File: src/rtl/mem_arbiter.sv
// Arbitrates the single data-memory port between the pipeline MEM stage and the
// debug/loader port. A starved debug request is forced through after MAX_WAIT denials.
module mem_arbiter #(
    parameter int D_SIZE        = 32,
    parameter int ADDR_LINE_MEM = 10,
    parameter int MAX_WAIT      = 4
) (
    input  logic                     clk,
    input  logic                     reset,
    input  logic                     pipe_req,
    input  logic                     pipe_we,
    input  logic [ADDR_LINE_MEM-1:0] pipe_addr,
    input  logic [D_SIZE-1:0]        pipe_wdata,
    output logic                     pipe_stall,
    output logic                     pipe_rvalid,
    output logic [D_SIZE-1:0]        pipe_rdata,
    input  logic                     dbg_req,
    input  logic                     dbg_we,
    input  logic [ADDR_LINE_MEM-1:0] dbg_addr,
    input  logic [D_SIZE-1:0]        dbg_wdata,
    input  logic                     dbg_halt,
    output logic                     dbg_ack,
    output logic                     dbg_rvalid,
    output logic [D_SIZE-1:0]        dbg_rdata,
    output logic                     mem_en,
    output logic                     mem_we,
    output logic [ADDR_LINE_MEM-1:0] mem_addr,
    output logic [D_SIZE-1:0]        mem_wdata,
    input  logic [D_SIZE-1:0]        mem_rdata
);

    typedef enum logic [1:0] {
        NORMAL,
        FORCE,
        HALTED
    } state_t;

    localparam logic [3:0] MAX_WAIT_C = 4'(MAX_WAIT);

    state_t              r_state;
    logic [3:0]          r_waitCnt;
    logic                r_pipeRd;
    logic                r_dbgRd;
    logic [D_SIZE-1:0]   r_pipeHold;
    logic [D_SIZE-1:0]   r_dbgHold;

    logic                w_pipeGrant;
    logic                w_dbgGrant;
    logic [3:0]          w_cntInc;

    assign w_cntInc = r_waitCnt + 4'd1;

    // Reset gates every grant so nothing reaches memory while reset is held,
    // even in the first reset cycle before the state registers have cleared.
    always_comb begin
        w_pipeGrant = 1'b0;
        w_dbgGrant  = 1'b0;
        pipe_stall  = 1'b0;
        if (!reset) begin
            case (r_state)
                NORMAL: begin
                    w_pipeGrant = pipe_req;
                    w_dbgGrant  = dbg_req && !pipe_req;
                end
                FORCE, HALTED: begin
                    w_dbgGrant = dbg_req;
                    pipe_stall = pipe_req;
                end
                default: ;
            endcase
        end
    end

    assign dbg_ack   = w_dbgGrant;
    assign mem_en    = w_pipeGrant || w_dbgGrant;
    assign mem_we    = w_dbgGrant ? dbg_we    : (w_pipeGrant && pipe_we);
    assign mem_addr  = w_dbgGrant ? dbg_addr  : pipe_addr;
    assign mem_wdata = w_dbgGrant ? dbg_wdata : pipe_wdata;

    always_ff @(posedge clk) begin
        if (reset) begin
            r_state    <= NORMAL;
            r_waitCnt  <= 4'd0;
            r_pipeRd   <= 1'b0;
            r_dbgRd    <= 1'b0;
            r_pipeHold <= '0;
            r_dbgHold  <= '0;
        end else begin
            r_pipeRd <= w_pipeGrant && !pipe_we;
            r_dbgRd  <= w_dbgGrant && !dbg_we;
            if (r_pipeRd) r_pipeHold <= mem_rdata;
            if (r_dbgRd)  r_dbgHold  <= mem_rdata;

            if (dbg_halt) begin
                r_state   <= HALTED;
                r_waitCnt <= 4'd0;
            end else begin
                case (r_state)
                    NORMAL: begin
                        if (dbg_req && !w_dbgGrant) begin
                            r_waitCnt <= w_cntInc;
                            if (w_cntInc == MAX_WAIT_C) r_state <= FORCE;
                        end else begin
                            r_waitCnt <= 4'd0;
                        end
                    end
                    default: begin
                        r_state   <= NORMAL;
                        r_waitCnt <= 4'd0;
                    end
                endcase
            end
        end
    end

    // Read data passes straight through on the return cycle and is held afterwards.
    assign pipe_rvalid = r_pipeRd && !reset;
    assign dbg_rvalid  = r_dbgRd && !reset;
    assign pipe_rdata  = reset ? '0 : (r_pipeRd ? mem_rdata : r_pipeHold);
    assign dbg_rdata   = reset ? '0 : (r_dbgRd  ? mem_rdata : r_dbgHold);

endmodule

File: config.mk
export PLATFORM = sky130hd
export DESIGN_NAME = mem_arbiter
export DESIGN_NICKNAME = d
export VERILOG_FILES = /design/src/rtl/mem_arbiter.sv
export SDC_FILE = /design/constraint.sdc
export NUM_CORES = 1
export LEC_CHECK = 0
export ABC_CLOCK_PERIOD_IN_PS = 2340
export CAP_MARGIN = 20
export CORE_MARGIN = 10
export CORE_UTILIZATION = 34
export DETAILED_ROUTE_END_ITERATION = 8
export PLACE_DENSITY = 0.9
export SLEW_MARGIN = 20
export SYNTH_ARGS = -nofsm -noshare
export SYNTH_HDL_FRONTEND = slang
export SYNTH_SLANG_ARGS = --single-unit
File: constraint.sdc
create_clock -name clk -period 2.34 [get_ports clk]
set_input_delay 0.468 -clock clk [delete_from_list [all_inputs] [get_ports clk]]
set_output_delay 0.468 -clock clk [all_outputs]
set_load 0.05 [all_outputs]
After elaboration in Yosys (flattened, before gate mapping)
Index checks and enable logic that the tools add are counted.
{"block": "word_totals", "inputBits": 123, "out_inout_bits": 112, "register_bits": 72}
{"block": "op_classes", "bitwise": 2, "n_addsub": 1, "mux": 17, "eq_ne": 5, "n_reduce_logical": 19}
{"operator": "2-to-1 mux 32 bit", "count": 5}
{"operator": "2-to-1 mux 10 bit", "count": 1}
{"operator": "2-to-1 mux 2 bit", "count": 4}
{"operator": "logical AND 1 bit", "count": 7}
{"operator": "2-to-1 mux 1 bit", "count": 6}
{"operator": "!= test 3 bit (second input constant)", "count": 2}
{"operator": "zero test 1 bit", "count": 5}
{"operator": "adder 4 x 1 -> 4 bit (second input constant)", "count": 1}
{"operator": "equality test 4 x 3 -> 1 bit (second input constant)", "count": 1}
{"operator": "AND reduction 2 bit", "count": 2}
{"operator": "OR reduction 4 bit", "count": 1}
{"operator": "OR reduction 3 bit", "count": 1}
{"operator": "equality test 2 x 1 -> 1 bit (second input constant)", "count": 1}
{"operator": "equality test 2 bit (second input constant)", "count": 1}
{"operator": "zero test 2 bit", "count": 1}
{"operator": "inverter 1 bit", "count": 2}
{"operator": "one-hot mux 1 bit (2 select lines)", "count": 1}
{"operator": "OR reduction 2 bit", "count": 1}
{"operator": "logical OR 1 bit", "count": 1}

Longest topological paths before layout
Gate-level depths: netlist of the first run.
{"block": "logic_depth", "ltp_word": 9, "depth_mapped": 6}

Worst setup path before layout of the first run
No wires, ideal clock.
{"block": "synth_path", "kind": "reg2out", "startpoint": "register r_state[0]", "endpoint": "output port mem_wdata[25]", "arrival_ns": 1.852, "path_slack_ns": 0.020, "required_ns": 1.872, "n_path_buf": 1, "stages_incl_launch_ff": 7, "cell_sequence": "dfxtp_1 -> inv_1 -> ha_1 -> nor2b_1 -> o211ai_2 -> buf_2 -> mux2_1"}
{"block": "synth_between", "elab_chain_cells": 5}
{"element": "start, declared", "line": "40", "text": "state_t r_state;"}
{"element": "start signal, assigned", "line": "82", "text": "r_state <= NORMAL;"}
{"element": "start signal, assigned", "line": "95", "text": "r_state <= HALTED;"}
{"element": "start signal, assigned", "line": "102", "text": "if (w_cntInc == MAX_WAIT_C) r_state <= FORCE;"}
{"element": "equality test 2 x 1 -> 1 bit / equality test 2 bit (equally long branches)", "line": "60", "text": "case (r_state)"}
{"element": "OR reduction 2 bit", "line": "60"}
{"element": "one-hot mux 1 bit (2 select lines) (*)", "line": "60"}
{"element": "2-to-1 mux 1 bit (*)", "line": "59", "text": "if (!reset) begin"}
{"element": "2-to-1 mux 32 bit (*)", "line": "78", "text": "assign mem_wdata = w_dbgGrant ? dbg_wdata : pipe_wdata;"}
{"element": "end, declared", "line": "28", "text": "output logic [D_SIZE-1:0] mem_wdata,"}
Mark *: on every way between the ends. The rest lies on a longest branch, timed or not.

Worst setup path in the final report of the first run
{"block": "layout_path", "startpoint": "register r_state[1]", "endpoint": "output port mem_wdata[15]"}
Same word-level chain as after synthesis.

==> metrics.md, run 1 <==
| Metric | Value |
|---|---|
| Combinational cell fraction of total power | 31.7% |
| IO Pins | 235 |
| Total area of sequential cells | 1450 µm² |
| TritonCTS clock tree | done |
| Initial core utilization | 34.4% |
| Remaining global-route overflow | 0 |
| Synthesized Nets | 426 |
| # diodes | 0 |
| Mapped Avg Cell Area | 10.5 µm² |
| Count of hold buffers inserted by post-cts repair | 0 |
| Area fraction of the dominant cell type after synthesis | 45.8% |
| Worst hold-check slack | 0.499 ns |
| Total routing resource utilization after global routing | 19.7% |
| Die span in y | 116 µm |
| Clk pin slew, worst setup/hold paths | 0.07 ns |
| Slowest Stage Delay on Critical Path | 0.35 ns |
| Classification of the worst-slack hold path | register to register |
| Final critical-path share of the clock period | 109% |
| CP Data Arrival Time | 2.09 ns |
| IO Port Bufs | 234 |
| Clock latency at the later pin of the worst-skew pair | 0.34 ns |
| Non-filler instance count after layout | 662 |
| FF-to-FF Start | r_state[0] |
| Number of distinct library cells after synthesis | 28 |
| Routability congestion estimate | 0.900 |
| Share of synthesized registers carrying an async set or reset | 0% |
| Internal Power | 2.55 mW |
| Maximum number of pins on one net before global-route repair | 58 |
| DR WL/cell | 21.1 µm |
| P_leak | 2.80 nW |
| Std cell rows | 35 |
| Via count of the first global-routing pass | 3425 |
| Yosys warning count | 0 |
| Overall die area | 13500 µm² |
| Switching portion of total power | 29.9% |
| Result of the run | complete, but fails checks |
| Flip-flop cell with the highest count after synthesis | sky130_fd_sc_hd__dfxtp_1 |
| Final count of hold timing violations | 0 |
| Start point of the critical path | r_state[1] |
| Total routed wirelength | 13.9 mm |
| Instance count of the mapped netlist | 300 |
| Post-synthesis to final-layout area growth | 120% |
| Share of layout cells above drive strength 1 | 38.1% |
| Fill count | 566 |
| Flip-flop and latch count after synthesis | 72 |
| Maximum clock path buffer count | 2 |
| Final design instance area without fill | 6940 µm² |
| Worst reg-to-reg path cell count | 7 |
| Floorplan core area | 9150 µm² |
| CTS HTree Levels | 3 |
| Antenna violations before repair | 0 |
| Critical Path RT | 1.87 ns |
| Worst setup SP type | register |
| Area of the multi-input gates | 1710 µm² |
| Count of nets after finishing | 672 |
| Vias after detailed routing | 3100 |
| DRC violation count after routing | 0 |
| Worst flop-to-flop path endpoint | r_state[0] |
| Count of antenna-violating nets left after detailed routing | 0 |
| Cell at the root of the clock tree | sky130_fd_sc_hd__clkbuf_8 |
| Power density over cell area | 524 nW/µm² |
| Cell accounting for the most synthesized area | sky130_fd_sc_hd__dfxtp_1 |
| Final HPWL DP | 10.1 mm |
| CP cell instances | inv_2, ha_4, nor2b_4, o211ai_4, buf_6, buf_16, mux2_2, buf_6 |
| First drt pass iteration count | 4 |
| Worst Setup Path Type | register to output pin |
| Share of the yosys chip area belonging to registers | 45.8% |
| FMAX | 0.391 GHz |
| Worst clock skew on the final layout | 0.00691 ns |
| Total cell area at the placement stage | 6190 µm² |
| Relative slew slack | 61.4% |
| Worst IR Drop VDD | 0.000546 V |
| Commonest non-fill, non-tap cell in the layout | sky130_fd_sc_hd__clkdlybuf4s50_1 |
| TritonCTS sink count | 72 |
| Count of final max-slew check failures | 0 |
| Maximum fanout along the worst path | 12 |
| Cell area after technology mapping | 3150 µm² |
| DP Cell Count | 633 |
| Clock power share | 33.5% |
| Top library cells by usage in the layout, fill and taps aside | 120 x sky130_fd_sc_hd__clkdlybuf4s50_1, 70 x sky130_fd_sc_hd__buf_12, 68 x sky130_fd_sc_hd__nor2_1, 68 x sky130_fd_sc_hd__dfxtp_1, 64 x sky130_fd_sc_hd__mux2i_1 |
| Die W | 116 µm |
| Worst setup EP type | output pin |
| Violated checks | setup timing |
| Endpoints failing setup | 44 |
| Number of enable flip-flop cells after synthesis | 0 |
| Transition at the pin with the smallest max-transition slack | 0.579 ns |
| Worst Setup Slack, final | -0.219 ns |
| Setup slack on the worst flop-to-flop path | 0.43 ns |
| Final worst path period need | 2.56 ns |
| Drt first-iter violations | 126 |
| Most frequent CP cell | sky130_fd_sc_hd__buf_6 |
| Unrepaired setup endpoints after global routing | yes |
| Vias per Instance | 4.68 |
| Ranking of synthesized cells by area | sky130_fd_sc_hd__dfxtp_1 46%, sky130_fd_sc_hd__mux2i_1 20%, sky130_fd_sc_hd__mux2_2 14% |
| CP endpoint | mem_wdata[15] |
| Number of CTS-inserted buffers | 9 |
| Net load switching power | 1.09 mW |
| Critical path's slowest cell | sky130_fd_sc_hd__dfxtp_2 |
| Wire length of the first global-routing pass | 20.4 mm |
| MaxCap Viol Count | 0 |
| Power share of the sequential group | 34.9% |
-- worst min-delay path by stage --
stage	from	depth (start not counted)	to	slack [ns]
CTS	r_waitCnt[0]	1	r_waitCnt[0]	0.48
global route	r_waitCnt[0]	1	r_waitCnt[0]	0.52
global placement	r_waitCnt[0]	1	r_waitCnt[0]	0.44
finish	r_waitCnt[0]	1	r_waitCnt[0]	0.50
floorplan	r_waitCnt[0]	1	r_waitCnt[0]	0.43
detailed placement	r_waitCnt[0]	1	r_waitCnt[0]	0.47
-- logic make-up (layout without fill, tap and decap cells) --
group,count (synthesis),count (layout),synth area share [%]
muxes,107,107,35.7
and+or+nand+nor,83,83,11.3
DFF,72,72,45.8
buffers and inverters,27,278,3.89
AOI/OAI and AO/OA,6,6,1.63
adders and majority gates,3,3,1.19
xor gates and xnor gates,2,2,0.556
-- cell type report --
| class | instances | share of cell area (%) |
|---|---|---|
| Clock buffer | 9 | 1.79 |
| Clock inverter | 7 | 1.84 |
| Inverter | 6 | 0.325 |
| Multi-Input combinational cell | 201 | 24.6 |
| Sequential cell | 72 | 20.9 |
| Tap cell | 111 | 2.00 |
| Timing Repair Buffer | 256 | 48.6 |
-- critical path, delay by kind of cell, from the launching register on --
| family | cells | cell delay [ns] |
|---|---|---|
| buffers and inverters | 4 | 0.55 |
| multiplexers | 1 | 0.35 |
| AO/OA/AOI/OAI | 1 | 0.22 |
| AND/OR/NAND/NOR | 1 | 0.13 |
| flip-flops | 1 | 0.35 |
| adder cells (fa/ha/maj) | 1 | 0.16 |
-- state kept, by name (all words and copies together), names as in the netlist --
name        count
r_dbgHold      32
r_pipeRd        1
r_state         2
r_dbgRd         1
r_pipeHold     32
r_waitCnt       4
-- timing repair --
item                       in CTS  in global routing
cloned                          4                  1
gates resized for setup        74                 18
pin swaps                       1                  1
setup endpoints to repair      45                 45
buffers inserted                5                  5
-- cell usage after synthesis (2+ instances only) --
master	count
sky130_fd_sc_hd__mux2_2	40
sky130_fd_sc_hd__ha_1	3
sky130_fd_sc_hd__mux2i_1	64
sky130_fd_sc_hd__nor2_1	69
sky130_fd_sc_hd__nor3_1	4
sky130_fd_sc_hd__buf_1	2
sky130_fd_sc_hd__buf_2	11
sky130_fd_sc_hd__mux2_1	3
sky130_fd_sc_hd__clkbuf_1	7
sky130_fd_sc_hd__dfxtp_1	72
sky130_fd_sc_hd__inv_1	6
sky130_fd_sc_hd__nor2b_1	3
-- routing by layer --
metal  global-route usage (%)  wire [µm]
met4                     4.25        191
met1                     20.9       5000
met3                     7.50       1050
met2                     36.0       7710
met5                        0          0
-- power by group through the flow --
stage               logic, mW  clock network, mW  registers (mW)
floorplan               0.522                  0            1.29
detailed placement       1.02                  0            1.30
global placement         1.00                  0            1.29
CTS                      1.13               1.25            1.27
finish                   1.15               1.22            1.27
global route             1.20               1.31            1.27
-- per-stage QoR --
step	util [%]	setup TNS, ns	total power, mW	setup WS, ns
2_1_floorplan	-	0	1.81	0.0200
3_3_place_gp	67.6	-6.98	2.30	-0.181
3_5_place_dp	67.6	-7.80	2.31	-0.203
4_1_cts	74.8	-6.37	3.65	-0.191
5_1_grt	75.8	-10.50	3.77	-0.300
6_report	75.8	-7.13	3.63	-0.219
No activity file was read; power rests on OpenSTA's default activity.
==> run 2: changes to the inputs <==
--- a/config.mk
+++ b/config.mk
@@ -5,12 +5,12 @@
 export SDC_FILE = /design/constraint.sdc
 export NUM_CORES = 1
 export LEC_CHECK = 0
-export ABC_CLOCK_PERIOD_IN_PS = 2340
+export ABC_CLOCK_PERIOD_IN_PS = 2960
 export CAP_MARGIN = 20
 export CORE_MARGIN = 10
-export CORE_UTILIZATION = 34
+export CORE_UTILIZATION = 37
 export DETAILED_ROUTE_END_ITERATION = 8
-export PLACE_DENSITY = 0.9
+export PLACE_DENSITY = 0.95
 export SLEW_MARGIN = 20
 export SYNTH_ARGS = -nofsm -noshare
 export SYNTH_HDL_FRONTEND = slang
==> constraint.sdc (replaced) <==
create_clock -name clk -period 2.96 [get_ports clk]
set_input_delay 0.592 -clock clk [delete_from_list [all_inputs] [get_ports clk]]
set_output_delay 0.592 -clock clk [all_outputs]
set_load 0.05 [all_outputs]
==> metrics.md, run 2 (synthesized netlist as in run 1, its figures left out) <==
| Metric | Value |
|---|---|
| Count of antenna-violating nets left after detailed routing | 0 (unchanged) |
| Critical Path RT | 2.37 ns (was 1.87 ns) |
| Overall die area | 12600 µm² (was 13500 µm²) |
| Fin util | 67.6% (was 75.8%) |
| Share of layout cells above drive strength 1 | 33.6% (was 38.1%) |
| Remaining global-route overflow | 0 (unchanged) |
| Initial core utilization | 38.2% (was 34.4%) |
| Largest registers | r_dbgHold x32, r_pipeHold x32, r_waitCnt x4 (unchanged) |
| Cell at the root of the clock tree | sky130_fd_sc_hd__clkbuf_8 (unchanged) |
| Final critical-path share of the clock period | 93.8% |
| Number of gates given a new drive strength after cts | 0 (was 74) |
| Net load switching power | 793 µW (was 1.09 mW) |
| Combinational cell fraction of total power | 27.2% (was 31.7%) |
| Worst clock skew on the final layout | 0.00979 ns (was 0.00691 ns) |
| Final count of hold timing violations | 0 (unchanged) |
| Vias after detailed routing | 2984 (was 3100) |
| CTS HTree Levels | 3 (unchanged) |
| Global-route track usage on met1 | 18.9% (was 20.9%) |
| DRC violation count after routing | 0 (unchanged) |
| Number of CTS-inserted buffers | 9 (unchanged) |
| Buffer count from post-CTS setup fixing | 0 (was 5) |
| Top library cells by usage in the layout, fill and taps aside | 123 x sky130_fd_sc_hd__clkdlybuf4s50_1, 115 x sky130_fd_sc_hd__buf_4, 70 x sky130_fd_sc_hd__dfxtp_1, 69 x sky130_fd_sc_hd__nor2_1, 64 x sky130_fd_sc_hd__mux2i_1 (was 120 x sky130_fd_sc_hd__clkdlybuf4s50_1, 70 x sky130_fd_sc_hd__buf_12, 68 x sky130_fd_sc_hd__nor2_1, 68 x sky130_fd_sc_hd__dfxtp_1, 64 x sky130_fd_sc_hd__mux2i_1) |
| IO Pins | 235 (unchanged) |
| Final worst path period need | 2.78 ns |
| Via count of the first global-routing pass | 3289 (was 3425) |
| Endpoints failing setup | 0 (was 44) |
| DR WL/cell | 18.6 µm (was 21.1 µm) |
| Met2 capacity usage during global routing | 33.1% (was 36.0%) |
| Die W | 112 µm (was 116 µm) |
| GR peak layer | met2 (unchanged) |
| Total negative slack | 0 ns (was -7.13 ns) |
| Std cell rows | 33 (was 35) |
| P_leak | 2.33 nW (was 2.80 nW) |
| Routability congestion estimate | 0.793 (was 0.900) |
| Start point of the critical path | pipe_req (was r_state[1]) |
| Clock power share | 35.3% (was 33.5%) |
| Count of hold buffers inserted by post-cts repair | 0 (unchanged) |
| Worst IR Drop VDD | 0.000430 V (was 0.000546 V) |
| Unrepaired setup endpoints after global routing | no (was yes) |
| Transition at the pin with the smallest max-transition slack | 0.578 ns (was 0.579 ns) |
| TritonCTS clock tree | done (unchanged) |
| Power density over cell area | 478 nW/µm² (was 524 nW/µm²) |
| Vias per Instance | 4.66 (was 4.68) |
| FF-to-FF Start | r_state[0] (unchanged) |
| TritonCTS sink count | 72 (unchanged) |
| Total routing resource utilization after global routing | 18.0% (was 19.7%) |
| Launch instance of the worst min-delay path | r_waitCnt[0] (unchanged) |
| Classification of the worst-slack hold path | register to register (unchanged) |
| Non-filler instance count after layout | 641 (was 662) |
| Met3 global-route usage | 7.14% (was 7.50%) |
| FMAX | 0.360 GHz |
| Post-synthesis to final-layout area growth | 77.2% (was 120%) |
| Worst setup EP type | output pin (unchanged) |
| Result of the run | finished clean (was complete, but fails checks) |
| DP Cell Count | 625 (was 633) |
| Total routed wirelength | 11.9 mm (was 13.9 mm) |
| First drt pass iteration count | 4 (unchanged) |
| Count of nets after finishing | 657 (was 672) |
| Die span in y | 112 µm (was 116 µm) |
| Pwr Total | 2.67 mW (was 3.63 mW) |
| Relative slew slack | 61.5% (was 61.4%) |
| Power share of the sequential group | 37.5% (was 34.9%) |
| Switching portion of total power | 29.7% (was 29.9%) |
| # diodes | 0 (unchanged) |
| Final HPWL DP | 9.97 mm (was 10.1 mm) |
| Count of final max-slew check failures | 0 (unchanged) |
| Maximum fanout along the worst path | 26 (was 12) |
| CP Data Arrival Time | 2.19 ns (was 2.09 ns) |
| MaxCap Viol Count | 0 (unchanged) |
| Clk pin slew, worst setup/hold paths | 0.07 ns (about the same) |
| Wire length of the first global-routing pass | 18.3 mm (was 20.4 mm) |
| Drt first-iter violations | 138 (was 126) |
| Worst setup SP type | input pin (was register) |
| Maximum clock path buffer count | 2 (unchanged) |
| Total cell area at the placement stage | 5330 µm² (was 6190 µm²) |
| Commonest non-fill, non-tap cell in the layout | sky130_fd_sc_hd__clkdlybuf4s50_1 (unchanged) |
| Clock latency at the later pin of the worst-skew pair | 0.33 ns (was 0.34 ns) |
| IO Port Bufs | 234 (unchanged) |
| Worst Setup Path Type | input pin to output pin (was register to output pin) |
| Internal Power | 1.88 mW (was 2.55 mW) |
| Final design instance area without fill | 5580 µm² (was 6940 µm²) |
| Maximum number of pins on one net before global-route repair | 37 (was 58) |
| Antenna violations before repair | 0 (unchanged) |
| Floorplan core area | 8260 µm² (was 9150 µm²) |
run 2: path summary, 6_finish.rpt:
kind	endpoint	slack (ns)	depth (start not counted)
max reg2reg	r_state[0]	1.18	5
min	r_waitCnt[0]	0.47	1
max	mem_wdata[20]	0.18	6
min reg2reg	r_waitCnt[0]	0.47	1
run 2: power groups by stage:
stage	sequential, mW	clock (mW)	combinational [mW]
global placement	1.02	0	0.719
detailed placement	1.02	0	0.730
floorplan	1.02	0	0.413
finish	1.00	0.942	0.726
CTS	1.00	0.968	0.733
global route	1.00	1.02	0.762
run 2: stage by stage:
stage	hold WS [ns]	setup WS [ns]
2_1_floorplan	0.432	0.516
3_3_place_gp	0.440	0.222
3_5_place_dp	0.463	0.183
4_1_cts	0.473	0.172
5_1_grt	0.499	0.0735
6_report	0.472	0.182
run 2: area by class of cell:
cell class                 count  area (µm²)
tap                          105         131
sequential                    72        1440
inverter                       6        22.5
fill                         653        2680
multi-input combinational    201        1600
clock buffer                   9         124
clock inverter                 7         125
timing repair buffer         241        2140
run 2: worst max-delay path, cell delays in order:
cell                              delay, ns
sky130_fd_sc_hd__clkdlybuf4s50_1       0.49
sky130_fd_sc_hd__nor2b_1               0.08
sky130_fd_sc_hd__o211ai_4              0.24
sky130_fd_sc_hd__buf_12                0.22
sky130_fd_sc_hd__mux2_2                0.36
sky130_fd_sc_hd__buf_4                 0.19
run 2: layer usage:
metal  vias to the layer above  routed length [µm]
met5                         -                   0
met4                         0                 150
met3                        10                 770
met2                       109                6560
met1                      1383                4460
li1                       1482                   -
